### config.mk
export PLATFORM = sky130hd
export DESIGN_NAME = uart_txrx_flat
export DESIGN_NICKNAME = d
export VERILOG_FILES = /design/src/rtl/uart_txrx_if.sv /design/src/rtl/uart_txrx.sv /design/src/flat_wrapper.sv
export SDC_FILE = /design/constraint.sdc
export NUM_CORES = 1
export LEC_CHECK = 0
export ABC_AREA = 1
export BUFFER_PORTS_ARGS = -buffer_cell sky130_fd_sc_hd__buf_4
export CAP_MARGIN = 5
export CORE_MARGIN = 2
export CORE_UTILIZATION = 65
export CTS_BUF_LIST = sky130_fd_sc_hd__clkbuf_2 sky130_fd_sc_hd__clkbuf_4 sky130_fd_sc_hd__clkbuf_8
export DETAILED_ROUTE_END_ITERATION = 10
export GPL_ROUTABILITY_DRIVEN = 0
export PLACE_DENSITY = 0.95
export SYNTH_ARGS = -nofsm -noshare
export SYNTH_HDL_FRONTEND = slang
export SYNTH_SLANG_ARGS = --single-unit
### constraint.sdc
create_clock -name clk -period 3 [get_ports clk]
set_clock_uncertainty 0.05 [all_clocks]
set_input_delay 0.3 -clock clk [delete_from_list [all_inputs] [get_ports clk]]
set_output_delay 0.3 -clock clk [all_outputs]
set_load 0.005 [all_outputs]
### src/rtl/uart_txrx_if.sv
// Bundles the transmit handshake, serial lines and receive strobe of uart_txrx.
// The master side drives requests and rxd, and the slave side is the transceiver.
interface uart_txrx_if #(
  parameter int unsigned WIDTH = 8
);
  logic             rxd;
  logic             start;
  logic [WIDTH-1:0] data_tx;
  logic             txd;
  logic             busy;
  logic             re;
  logic [WIDTH-1:0] data_rx;

  modport master (
    output rxd,
    output start,
    output data_tx,
    input  txd,
    input  busy,
    input  re,
    input  data_rx
  );

  modport slave (
    input  rxd,
    input  start,
    input  data_tx,
    output txd,
    output busy,
    output re,
    output data_rx
  );
endinterface

### src/rtl/uart_txrx.sv
// Full-duplex 8N1-style UART: independent TX and RX state machines share only the clock,
// the synchronous reset and the clocks-per-bit divider constant.
module uart_txrx #(
  parameter int unsigned CLK_HZ  = 50000000,
  parameter int unsigned SCLK_HZ = 5000000,
  parameter int unsigned WIDTH   = 8
) (
  input  logic        clk,
  input  logic        reset,
  uart_txrx_if.slave  bus
);

  localparam int unsigned Cpb  = CLK_HZ / SCLK_HZ;
  localparam int unsigned CntW = $clog2(Cpb);
  localparam int unsigned BitW = (WIDTH > 1) ? $clog2(WIDTH) : 1;
  localparam logic [CntW-1:0] CntMax  = CntW'(Cpb - 1);
  localparam logic [CntW-1:0] CntHalf = CntW'(Cpb / 2 - 1);
  localparam logic [BitW-1:0] BitMax  = BitW'(WIDTH - 1);

  typedef enum logic [1:0] {TxIdle, TxStart, TxData, TxStop} tx_state_e;
  typedef enum logic [2:0] {RxIdle, RxStart, RxData, RxStop, RxWaitHigh} rx_state_e;

  tx_state_e        tx_state_q, tx_state_d;
  logic [CntW-1:0]  tx_cnt_q, tx_cnt_d;
  logic [BitW-1:0]  tx_bit_q, tx_bit_d;
  logic [WIDTH-1:0] tx_shift_q, tx_shift_d;
  logic             txd_c;

  rx_state_e        rx_state_q, rx_state_d;
  logic [CntW-1:0]  rx_cnt_q, rx_cnt_d;
  logic [BitW-1:0]  rx_bit_q, rx_bit_d;
  logic [WIDTH-1:0] rx_shift_q, rx_shift_d;
  logic [WIDTH-1:0] data_rx_q, data_rx_d;
  logic             re_q, re_d;
  logic [1:0]       sync_q;
  logic             rx_s;

  assign rx_s = sync_q[1];

  always_ff @(posedge clk) begin
    if (reset) begin
      tx_state_q <= TxIdle;
      tx_cnt_q   <= '0;
      tx_bit_q   <= '0;
      tx_shift_q <= '0;
      rx_state_q <= RxIdle;
      rx_cnt_q   <= '0;
      rx_bit_q   <= '0;
      rx_shift_q <= '0;
      data_rx_q  <= '0;
      re_q       <= 1'b0;
      sync_q     <= 2'b11;
    end else begin
      tx_state_q <= tx_state_d;
      tx_cnt_q   <= tx_cnt_d;
      tx_bit_q   <= tx_bit_d;
      tx_shift_q <= tx_shift_d;
      rx_state_q <= rx_state_d;
      rx_cnt_q   <= rx_cnt_d;
      rx_bit_q   <= rx_bit_d;
      rx_shift_q <= rx_shift_d;
      data_rx_q  <= data_rx_d;
      re_q       <= re_d;
      sync_q     <= {sync_q[0], bus.rxd};
    end
  end

  // txd is decoded from registered state, so it is glitch-free and idles high after reset.
  always_comb begin
    tx_state_d = tx_state_q;
    tx_cnt_d   = tx_cnt_q;
    tx_bit_d   = tx_bit_q;
    tx_shift_d = tx_shift_q;
    txd_c      = 1'b1;
    unique case (tx_state_q)
      TxIdle: begin
        if (bus.start) begin
          tx_state_d = TxStart;
          tx_shift_d = bus.data_tx;
          tx_cnt_d   = '0;
        end
      end
      TxStart: begin
        txd_c = 1'b0;
        if (tx_cnt_q == CntMax) begin
          tx_cnt_d   = '0;
          tx_bit_d   = '0;
          tx_state_d = TxData;
        end else begin
          tx_cnt_d = tx_cnt_q + 1'b1;
        end
      end
      TxData: begin
        txd_c = tx_shift_q[0];
        if (tx_cnt_q == CntMax) begin
          tx_cnt_d   = '0;
          tx_shift_d = tx_shift_q >> 1;
          if (tx_bit_q == BitMax) begin
            tx_state_d = TxStop;
          end else begin
            tx_bit_d = tx_bit_q + 1'b1;
          end
        end else begin
          tx_cnt_d = tx_cnt_q + 1'b1;
        end
      end
      TxStop: begin
        if (tx_cnt_q == CntMax) begin
          tx_cnt_d   = '0;
          tx_state_d = TxIdle;
        end else begin
          tx_cnt_d = tx_cnt_q + 1'b1;
        end
      end
      default: tx_state_d = TxIdle;
    endcase
  end

  always_comb begin
    rx_state_d = rx_state_q;
    rx_cnt_d   = rx_cnt_q;
    rx_bit_d   = rx_bit_q;
    rx_shift_d = rx_shift_q;
    data_rx_d  = data_rx_q;
    re_d       = 1'b0;
    unique case (rx_state_q)
      RxIdle: begin
        if (!rx_s) begin
          rx_state_d = RxStart;
          rx_cnt_d   = '0;
        end
      end
      RxStart: begin
        // Mid-start-bit recheck rejects short low glitches.
        if (rx_cnt_q == CntHalf) begin
          rx_cnt_d = '0;
          if (rx_s) begin
            rx_state_d = RxIdle;
          end else begin
            rx_state_d = RxData;
            rx_bit_d   = '0;
          end
        end else begin
          rx_cnt_d = rx_cnt_q + 1'b1;
        end
      end
      RxData: begin
        if (rx_cnt_q == CntMax) begin
          rx_cnt_d   = '0;
          rx_shift_d = {rx_s, rx_shift_q[WIDTH-1:1]};
          if (rx_bit_q == BitMax) begin
            rx_state_d = RxStop;
          end else begin
            rx_bit_d = rx_bit_q + 1'b1;
          end
        end else begin
          rx_cnt_d = rx_cnt_q + 1'b1;
        end
      end
      RxStop: begin
        if (rx_cnt_q == CntMax) begin
          rx_cnt_d = '0;
          if (rx_s) begin
            data_rx_d  = rx_shift_q;
            re_d       = 1'b1;
            rx_state_d = RxIdle;
          end else begin
            rx_state_d = RxWaitHigh;
          end
        end else begin
          rx_cnt_d = rx_cnt_q + 1'b1;
        end
      end
      RxWaitHigh: begin
        if (rx_s) begin
          rx_state_d = RxIdle;
        end
      end
      default: rx_state_d = RxIdle;
    endcase
  end

  assign bus.txd     = txd_c;
  assign bus.busy    = (tx_state_q != TxIdle);
  assign bus.re      = re_q;
  assign bus.data_rx = data_rx_q;

endmodule

### src/flat_wrapper.sv
// flat-port wrapper written by rule: the top's interface ports become plain ports
module uart_txrx_flat 
#(
  parameter int unsigned CLK_HZ  = 50000000,
  parameter int unsigned SCLK_HZ = 5000000,
  parameter int unsigned WIDTH   = 8
)
  (clk, reset, bus_rxd, bus_start, bus_data_tx, bus_txd, bus_busy, bus_re, bus_data_rx);
  uart_txrx_if #(.WIDTH(WIDTH)) bus_i ();
  input  logic clk;
  input  logic reset;
  input wire logic [$bits(bus_i.rxd)-1:0] bus_rxd;
  input wire logic [$bits(bus_i.start)-1:0] bus_start;
  input wire logic [$bits(bus_i.data_tx)-1:0] bus_data_tx;
  output wire logic [$bits(bus_i.txd)-1:0] bus_txd;
  output wire logic [$bits(bus_i.busy)-1:0] bus_busy;
  output wire logic [$bits(bus_i.re)-1:0] bus_re;
  output wire logic [$bits(bus_i.data_rx)-1:0] bus_data_rx;
  assign bus_i.rxd = bus_rxd;
  assign bus_i.start = bus_start;
  assign bus_i.data_tx = bus_data_tx;
  assign bus_txd = bus_i.txd;
  assign bus_busy = bus_i.busy;
  assign bus_re = bus_i.re;
  assign bus_data_rx = bus_i.data_rx;
  uart_txrx #(.CLK_HZ(CLK_HZ), .SCLK_HZ(SCLK_HZ), .WIDTH(WIDTH)) u_core (.clk(clk), .reset(reset), .bus(bus_i));
endmodule
**Word level (Yosys, flattened, before mapping)**

Index checks and enable logic that the tools add are counted.

- Div/mod/pow operators: 0
- Shift-type cells: 0
- Multiply operators: 0
- Reduce and logical (&&, ||, !) cells: 18
- Add/subtract/negate cells: 4
- Multiplexer cells: 36
- Equal/unequal tests: 26
- Bitwise logic cells: 2
- $lt $le $gt $ge: 0

Operator list:

| kind | count |
|---|---|
| $mux 3 | 14 |
| $mux 4 | 5 |
| $ne 2x1->1 const B | 9 |
| $mux 8 | 2 |
| $pmux 8 s2 | 1 |
| $pmux 3 s5 | 1 |
| $mux 2 | 6 |
| $pmux 3 s2 | 2 |
| $pmux 4 s3 | 1 |
| $ne 2x2->1 const B | 5 |
| $reduce_and 5->1 | 2 |
| $eq 3x3->1 const B | 3 |
| $add 4x1->4 const B | 2 |
| $eq 4x4->1 const B | 2 |
| $pmux 2 s4 | 1 |
| $pmux 4 s2 | 1 |
| $reduce_bool 2->1 | 4 |
| $add 3x1->3 const B | 2 |
| $eq 3x2->1 const B | 2 |
| $reduce_and 3->1 | 2 |
| $reduce_and 6->1 | 1 |
| $reduce_or 3->1 | 2 |
| $eq 2x2->1 const B | 2 |
| $eq 4x3->1 const B | 1 |
| 11 further kinds | 13 |

- Bits in latches: 0
- RAM bits: 0
- Memories kept: 0
- Input bits: 12
- Register bits: 46
- Output and inout port bits: 11
- Bits in read-only memories: 0

**Longest topological paths before layout**

- Depth in word-level cells: 4
- Depth in mapped cells: 11
- Depth with buffers taken out: 11

**Least setup slack after synthesis**

OpenSTA, ideal clock, no wires.

- Path kind: register to output
- Start point: register u_core.tx_state_q[0]
- End point: output port bus_txd
- Stages on the path, launching flop included: 6
- Slack: 1.436 ns
- Required time: 2.650 ns
- Arrival time: 1.214 ns
- Buffers on the path: 1
- Path through: dfxtp_1 -> inv_1 -> ha_1 -> inv_2 -> clkbuf_1 -> o21a_1

- Word-level cells in the longest chain between the ends: 2

Ends and longest elaborated chain:

| item | RTL line | text |
|---|---|---|
| start: declaration | uart_txrx.sv:23 | `tx_state_e tx_state_q, tx_state_d;` |
| start signal: assignment | uart_txrx.sv:42 | `tx_state_q <= TxIdle;` |
| start signal: assignment | uart_txrx.sv:54 | `tx_state_q <= tx_state_d;` |
| $eq 2x2->1 or $eq 2x1->1 (tied branches) | uart_txrx.sv:75 | `unique case (tx_state_q)` |
| $pmux 1 s2 (*) | uart_txrx.sv:75 |  |
| end: declaration | flat_wrapper.sv:15 | `output wire logic [$bits(bus_i.txd)-1:0] bus_txd;` |

Mark *: on every way between the ends. The rest lies on a longest branch, timed or not.

**Final worst setup path**

Same ends and word-level chain as after synthesis.

==> impl_metrics.toml <==
[run_status]
outcome = "complete, no violations"

[global_route]
antenna_found_initial = 0
grt_max_degree = 37
grt_pass1_vias = 2126
overflow = 0
grt_first_pass_wirelength_um = 8760
grt_use_total_pct = 27.3

[route]
vias = 2086
drt-initial-drc-count = 146
via_per_inst = 5.35
ant_nets = 0
wl_per_cell_um = 12.1
drtPass1Iterations = 4
drc = 0
wirelength_um = 4740

[logic_synthesis]
syn-num-nets = 347
synth_edf_count = 0
yosysSeqAreaShare_pct = 40.3
ys_warn_count = 0
synth_cells = 321
ys_seq_elements = 46
syn_area_um2 = 2290
yosysTopAreaCell = "dfxtp_1"
async_flop_share_pct = 0
synthTopCellsByArea = "dfxtp_1, nor2_1, nand2_1"
yosys-top-cells-count = "nor2_1, nand2_1, dfxtp_1"
ys.flop_type = "dfxtp_1"
synth.distinct_cells = 30
syn_area_per_cell_um2 = 7.12
yosysMostFrequentCell = "nor2_1"
synth_top_area_share_pct = 40.3

[clock_tree]
cts_inserted_buffers = 5
cts_buffer_depth = 2
clk_latency_ns = 0.37
htreeDepth = 2
clkTransAtPathRegs_ns = 0.16
tritoncts = "yes"
root_buffer = "clkbuf_4"
postCtsSetupRepairBufs = 0
ctsHoldBuffers = 0
cts.sinks = 46
cts_resized = 0

[worst_setup_path]
cp.arrival_ns = 1.75
startpoint_type = "register"
reg2reg_slack_ns = 1.16
worstPathCellList = "inv_1 -> ha_1 -> inv_2 -> nand2_1 -> o21a_1 -> buf_4"
r2r-end = "u_core.tx_shift_q[6]"
worstSetupPathType = "register to output pin"
worst_ep_required_time_ns = 2.65
path_delay_family = "buffers and inverters"
slowest_stage = "dfxtp_1"
crit_path_end_kind = "output pin"
reg2reg_from = "u_core.tx_state_q[0]"
slowest_delay_ns = 0.40
cp_num_buf_inv = 3
cp_max_fo = 19
rr_worst_depth = 8

[worst_hold_path]
hold_class = "primary input to register"
whs_endpoint = "u_core.sync_q[0]"
hp-start = "bus_rxd"
whs_path_depth = 2

[timing]
worstMarginPinSlew_ns = 0.858
hold_viol = 0
hold_ws_ns = 0.0572
finalSetupViolCount = 0
period_minus_slack_ns = 2.10
fin_crit_sh_pct = 70.1
slew_violations = 0
max_freq_mhz = 476
finalSetupTns_ns = 0
grt_setup_unrepaired = "false"
relSlewSlack_pct = 42.7

[floorplan]
io_pins = 23
die_area_um2 = 4010
die-height_um = 63.3
core-area_um2 = 3360
rows = 21
die_w_um = 63.3
initial_core_util_pct = 68.0

[power]
power_density_nw_per_um2 = 773
leakage_nw = 1.27
irDropWorstVdd_v = 0.000440

[cells_and_area]
synthToLayoutAreaGrowth_pct = 11.1
fin_cells = 390
drive_above_1_share_pct = 14.2
nets = 369
antenna_cells = 0
fin_area_um2 = 2540

[place]
hpwl_um = 3440
io_buffers = 22
place_area_um2 = 2480
dp_cells = 382

[job]
cap_violations = 0
-- stage by stage --
stage / total power [mW] / util, % / setup WS, ns
3_3_place_gp: 1.59 / 73.6 / 1.30
3_5_place_dp: 1.64 / 73.6 / 1.24
6_report: 1.96 / 75.5 / 0.897
4_1_cts: 1.96 / 75.5 / 0.876
5_1_grt: 2.14 / 75.5 / 0.732
2_1_floorplan: 1.46 / - / 1.44
-- where the power goes --
group	switching, mW	internal [mW]
Clock	0.223	0.101
Sequential	0.0893	0.714
Combinational	0.536	0.298
Total	0.849	1.11
-- metal layers --
metal / vias to the layer above / track usage (%) / wire (µm)
met5: - / 0 / 0
met4: 0 / 13.6 / 131
met3: 14 / 5.18 / 228
met2: 59 / 48.8 / 2320
met1: 950 / 30.9 / 2060
li1: 1063 / - / -
-- state kept, by name, summed over array words and instances (netlist names) --
register	cells
u_core.rx_cnt_q	4
u_core.rx_bit_q	3
u_core.tx_shift_q	8
u_core.rx_state_q	3
u_core.tx_cnt_q	4
u_core.rx_shift_q	8
u_core.tx_bit_q	3
u_core.bus.re	1
u_core.sync_q	2
u_core.tx_state_q	2
u_core.bus.data_rx	8
-- worst max-delay path by stage --
stage	start	to	slack, ns	cells past startpoint
3_5_place_dp	u_core.tx_state_q[0]	u_core.tx_state_q[0]	1.24	7
6_report	u_core.tx_state_q[0]	bus_txd	0.90	6
3_3_place_gp	u_core.tx_state_q[0]	u_core.tx_state_q[0]	1.30	7
5_1_grt	u_core.tx_state_q[0]	bus_txd	0.73	6
2_1_floorplan	u_core.tx_state_q[0]	bus_txd	1.44	5
4_1_cts	u_core.tx_state_q[0]	bus_txd	0.88	6
-- kinds of logic after synthesis --
logic type	share of synthesized area, %
buf+inv	8.65
xor+xnor	0.766
simple gates	28.8
flops	40.3
compound gates	13.8
fa+ha+maj	7.66
-- layout make-up --
class	instances	area, µm²
Multi-Input combinational cell	224	1170
Sequential cell	46	921
Fill cell	268	823
Timing Repair Buffer	22	165
Inverter	44	165
Tap cell	46	57.6
Clock buffer	5	37.5
Clock inverter	3	26.3
-- cells in the final DEF, fill, tap and decap left out, types with 2 or more instances in the layout --
cell	n
a21oi_1	17
buf_4	22
clkbuf_4	5
dfxtp_1	46
ha_1	14
inv_1	40
inv_2	4
inv_6	3
nand2_1	50
nand2_2	2
nand3_1	18
nand4_1	2
nor2_1	63
nor2_2	3
nor2_4	2
nor3_1	2
o21ai_0	36
or2_2	3
Power figures use the tool's default switching activity.
